$ cat config.mk
export PLATFORM = sky130hd
export DESIGN_NAME = mod_counter
export DESIGN_NICKNAME = d
export VERILOG_FILES = /design/src/rtl/counter_pkg.sv /design/src/rtl/mod_counter.sv
export SDC_FILE = /design/constraint.sdc
export NUM_CORES = 1
export LEC_CHECK = 0
export BUFFER_PORTS_ARGS = -buffer_cell sky130_fd_sc_hd__buf_4
export CAP_MARGIN = 20
export CORE_AREA = 3 3 40 42
export CTS_BUF_LIST = sky130_fd_sc_hd__clkbuf_4 sky130_fd_sc_hd__clkbuf_8 sky130_fd_sc_hd__clkbuf_16
export DETAILED_ROUTE_END_ITERATION = 12
export DIE_AREA = 0 0 43 45
export PLACE_DENSITY = 0.59
export SLEW_MARGIN = 40
export SYNTH_ARGS = -nofsm -noshare
export SYNTH_HDL_FRONTEND = slang
export SYNTH_SLANG_ARGS = --single-unit
$ cat constraint.sdc
create_clock -name clk -period 1.62 [get_ports clk]
set_input_delay 0.324 -clock clk [delete_from_list [all_inputs] [get_ports clk]]
set_output_delay 0.324 -clock clk [all_outputs]
set_load 0.01 [all_outputs]
$ cat src/rtl/counter_pkg.sv
// Shared constants and helpers for the modulo counter family.
// Imported by the counter RTL and by anything that models it.
package counter_pkg;

    localparam bit CNT_WRAP = 1'b0;
    localparam bit CNT_SAT  = 1'b1;

    function automatic logic [31:0] clamp_max(
        input logic [31:0] value,
        input logic [31:0] max
    );
        return (value > max) ? max : value;
    endfunction

endpackage

$ cat src/rtl/mod_counter.sv
// Up/down modulo counter with load, wrap/saturate mode,
// tc pulse and sticky overflow/underflow flags.
module mod_counter
    import counter_pkg::*;
#(
    parameter int unsigned WIDTH    = 4,
    parameter int unsigned MAX_VAL  = 32'((64'd1 << WIDTH) - 64'd1),
    parameter bit          SATURATE = CNT_WRAP
) (
    input  logic             clk,
    input  logic             reset,
    input  logic             enable,
    input  logic             up_down,
    input  logic             load,
    input  logic [WIDTH-1:0] load_value,
    input  logic             clear_flags,
    output logic [WIDTH-1:0] counter_out,
    output logic             tc_out,
    output logic             overflow_out,
    output logic             underflow_out
);

    // One extra bit so the boundary compare never aliases.
    localparam logic [WIDTH:0] MAX_X = (WIDTH+1)'(MAX_VAL);
    localparam logic [WIDTH:0] ONE_X = (WIDTH+1)'(1);

    logic [WIDTH-1:0] cnt_q, cnt_d;
    logic             tc_q, tc_d;
    logic             ovf_q, ovf_d;
    logic             unf_q, unf_d;
    logic [WIDTH:0]   cnt_x;
    logic             up_evt, dn_evt;

    assign cnt_x = {1'b0, cnt_q};

    always_comb begin
        cnt_d  = cnt_q;
        tc_d   = 1'b0;
        up_evt = 1'b0;
        dn_evt = 1'b0;
        if (load) begin
            cnt_d = WIDTH'(clamp_max(32'(load_value), MAX_VAL));
        end else if (enable) begin
            if (up_down) begin
                if (cnt_x == MAX_X) begin
                    up_evt = 1'b1;
                    tc_d   = 1'b1;
                    cnt_d  = (SATURATE == CNT_SAT) ? cnt_q : '0;
                end else begin
                    cnt_d = WIDTH'(cnt_x + ONE_X);
                end
            end else begin
                if (cnt_x == '0) begin
                    dn_evt = 1'b1;
                    tc_d   = 1'b1;
                    cnt_d  = (SATURATE == CNT_SAT) ? cnt_q : WIDTH'(MAX_X);
                end else begin
                    cnt_d = WIDTH'(cnt_x - ONE_X);
                end
            end
        end
    end

    // An event in the same cycle as a clear keeps its own flag.
    always_comb begin
        ovf_d = ovf_q;
        unf_d = unf_q;
        if (clear_flags) begin
            ovf_d = 1'b0;
            unf_d = 1'b0;
        end
        if (up_evt) ovf_d = 1'b1;
        if (dn_evt) unf_d = 1'b1;
    end

    always_ff @(posedge clk or negedge reset) begin
        if (!reset) begin
            cnt_q <= '0;
            tc_q  <= 1'b0;
            ovf_q <= 1'b0;
            unf_q <= 1'b0;
        end else begin
            cnt_q <= cnt_d;
            tc_q  <= tc_d;
            ovf_q <= ovf_d;
            unf_q <= unf_d;
        end
    end

    assign counter_out   = cnt_q;
    assign tc_out        = tc_q;
    assign overflow_out  = ovf_q;
    assign underflow_out = unf_q;

endmodule

==> metrics.csv <==
stage;metric;value;unit
status;outcome;finished clean;
place;GPL Wtd Cong;0.829;
critical_path;worst r2r src;counter_out[0];
synth;Adder-Cell Fraction of Synth Area;5.65;%
critical_path;crit-path max FO;4;
clocking;worst skew pair latency;0.26;ns
drt;drt drc;0;
synth;compound-cell area share of the yosys netlist;15.3;%
clocking;CTS Buf Count;3;
power;Power Density;899;mW/mm2
drt;met1 wire length;439;um
sta;Hold WS;0.264;ns
critical_path;arrival time worst endpoint;1.70;ns
power;Leakage;0.306;nW
synth;syn_nets;59;
sta;fin crit period;1.50;ns
finish;share of cells above drive strength 1;40.6;%
finish;Post-layout nets;82;
die;floorplan die height;45;um
global_route;vias in the first global route;438;
drt;routed wl met2;526;um
sta;Max Freq;666;MHz
synth;XOR/XNOR Fraction of Synth Area;5.93;%
sta;final setup violating endpoints;0;
clocking;CTS Buffer Depth;2;
synth;#FFs+latches synth;7;
synth;mux contribution to synthesized area;7.34;%
global_route;gr ovfl total;0;
die;core box area;0.00128;mm2
global_route;Total Routing Usage GR;13.8;%
global_route;initial antenna violation count;0;
finish;Area growth syn-to-layout;41.8;%
finish;most frequent cells in the layout;18 x buf_4, 7 x dfrtp_1, 6 x nand2_1;
synth;post-synthesis simple-gate area fraction;19.5;%
synth;post-synth top area share;39.5;%
synth;Post-Syn Area per Cell;9.42;um2
drt;drt first-iter violations;11;
synth;Ys Warns;0;
drt;uppermost layer routed;met4;
global_route;largest net degree at the start of global routing;11;
synth;ranking of synthesized cells by area;dfrtp_1 40%, xnor2_1 5.9%, ha_1 5.6%, mux2_2 5.1%, nand2_1 5.1%;
sta;Final Max Slew Viols;0;
critical_path;beginning of the critical path;counter_out[0];
clocking;CTS sink count;7;
power;Tot Pwr;0.000565;W
sta;Worst Clk Skew;0.000670;ns
synth;Mapped Cells;47;
hold_path;hold_sp;clear_flags;
die;initial core utilization;34.5;%
place;IO Port Bufs;16;
drt;drt total wl;1060;um
critical_path;CP Capture Type;flop;
clocking;Worst-path clk slew;0.05;ns
clocking;CTS tree;built;
power;Peak VDD IR;0.000381;V
clocking;CTS Root Cell;clkbuf_4;
synth;Cell Area, Synth;443;um2
drt;drt first pass iters;4;
synth;Distinct cells, synth;22;
sta;post-route setup slack;0.118;ns
synth;largest family of logic cells by synthesized area;simple AND/OR/NAND/NOR gates;
drt;antenna violation net count after detailed routing;0;
die;Die W;43;um
place;post-DP HPWL;832;um
die;Die ar.;0.00194;mm2
clocking;htree depth;1;
sta;relative slew slack;85.2;%
critical_path;Startpoint Class;flop;
finish;final non-filler cell total;84;
place;DP Worst Slack;0.126;ns
sta;Hold Vio Cnt, Final;0;
global_route;first-pass GRT wire length;1920;um
flow_run;reported max-cap violation count;0;
finish;design area;628;um2
drt;WL met3;83;um
die;I/O Pins;17;
hold_path;Hold WC Path Type;in -> reg;
sta;Slew @ Worst Pin;0.222;ns
drt;Via Count;410;
sta;fin crit share;92.7;%
synth;Synth area leader;dfrtp_1;
finish;most common cell after layout, fill and taps aside;buf_4;
finish;ANT cells;0;
place;cell count after placement;79;
synth;post-synthesis sequential area ratio;39.5;%
die;num rows;13;
critical_path;critical path data required time;1.82;ns
drt;routed len/inst;12.6;um
critical_path;Setup CP Type;reg -> reg;
drt;Via density;4.88;
place;Placed Area;586;um2
clocking;number of setup buffers added after CTS;0;
-- cell type report --
cell class                      instances  area (um2)
Inverter                                5        18.8
Clock buffer                            4        30.0
Fill cell                             131         657
Tap cell                               15        18.8
Sequential cell                         7         175
Timing Repair Buffer                   19         145
Multi-Input combinational cell         34         240
-- final timing paths --
kind	to	slack [ns]	depth (start not counted)
setup / recovery	counter_out[3]	0.12	6
max in group asynchronous	counter_out[2]	1.09	2
hold / removal	overflow_out	0.26	2
hold reg to reg	overflow_out	0.53	2
setup reg to reg	counter_out[3]	0.12	6
min in group asynchronous	tc_out	0.41	2
-- critical path, cell delays in order, from the launching register on --
cell     delay, ns
dfrtp_1       0.38
inv_2         0.07
ha_2          0.17
or4b_4        0.48
nor2b_4       0.14
o21ai_0       0.07
a211o_1       0.14
-- report_power, final --
| part | internal, W | leakage [nW] | switching (W) |
|---|---|---|---|
| Combinational | 0.0000957 | 0.197 | 0.0000794 |
| Sequential | 0.000192 | 0.0898 | 0.0000182 |
| Clock | 0.000111 | 0.0184 | 0.0000688 |
| Total | 0.000398 | 0.306 | 0.000166 |
-- per-stage QoR --
stage               utilization, %  TNS (ns)
CTS                           48.7         0
finish                        48.9         0
global placement              45.6         0
global route                  48.9  -0.00244
detailed placement            45.6         0
floorplan                        -         0
-- synth_stat cells (all sizes together) --
library cell and instances:
mux2i 1, nand2 6, nor2 1, a31oi 1
ha 2, nor3 1, mux2 2, a211o 1
o21ai 5, or4b 1, xnor2 3, a21oi 3
nor3b 1, inv 5, dfrtp 7, nor2b 1
nand2b 1, nand4 1, o22ai 2, buf 1
or4 1
-- cell families after synthesis --
family | Yosys count
compound gates | 12
xor+xnor | 3
fa+ha+maj | 2
buf+inv | 6
flops | 7
mux | 3
simple gates | 14
-- per-layer routing --
layer / GRT usage, % / vias to the layer above
li1: - / 209
met1: 14.7 / 182
met2: 24.0 / 17
met3: 6.37 / 2
met4: 5.42 / 0
met5: 0 / -
-- state kept, by name, indices dropped and copies added, names as in the netlist --
register and cells:
counter_out 4, underflow_out 1, overflow_out 1, tc_out 1
-- repair_timing --
item,in CTS,in global routing
hold endpoints to repair,7,0
gates resized for setup,0,2
endpoints found under the setup margin,0,1
hold buffers,1,0
Note: power is estimated with default switching activity, not from simulation.
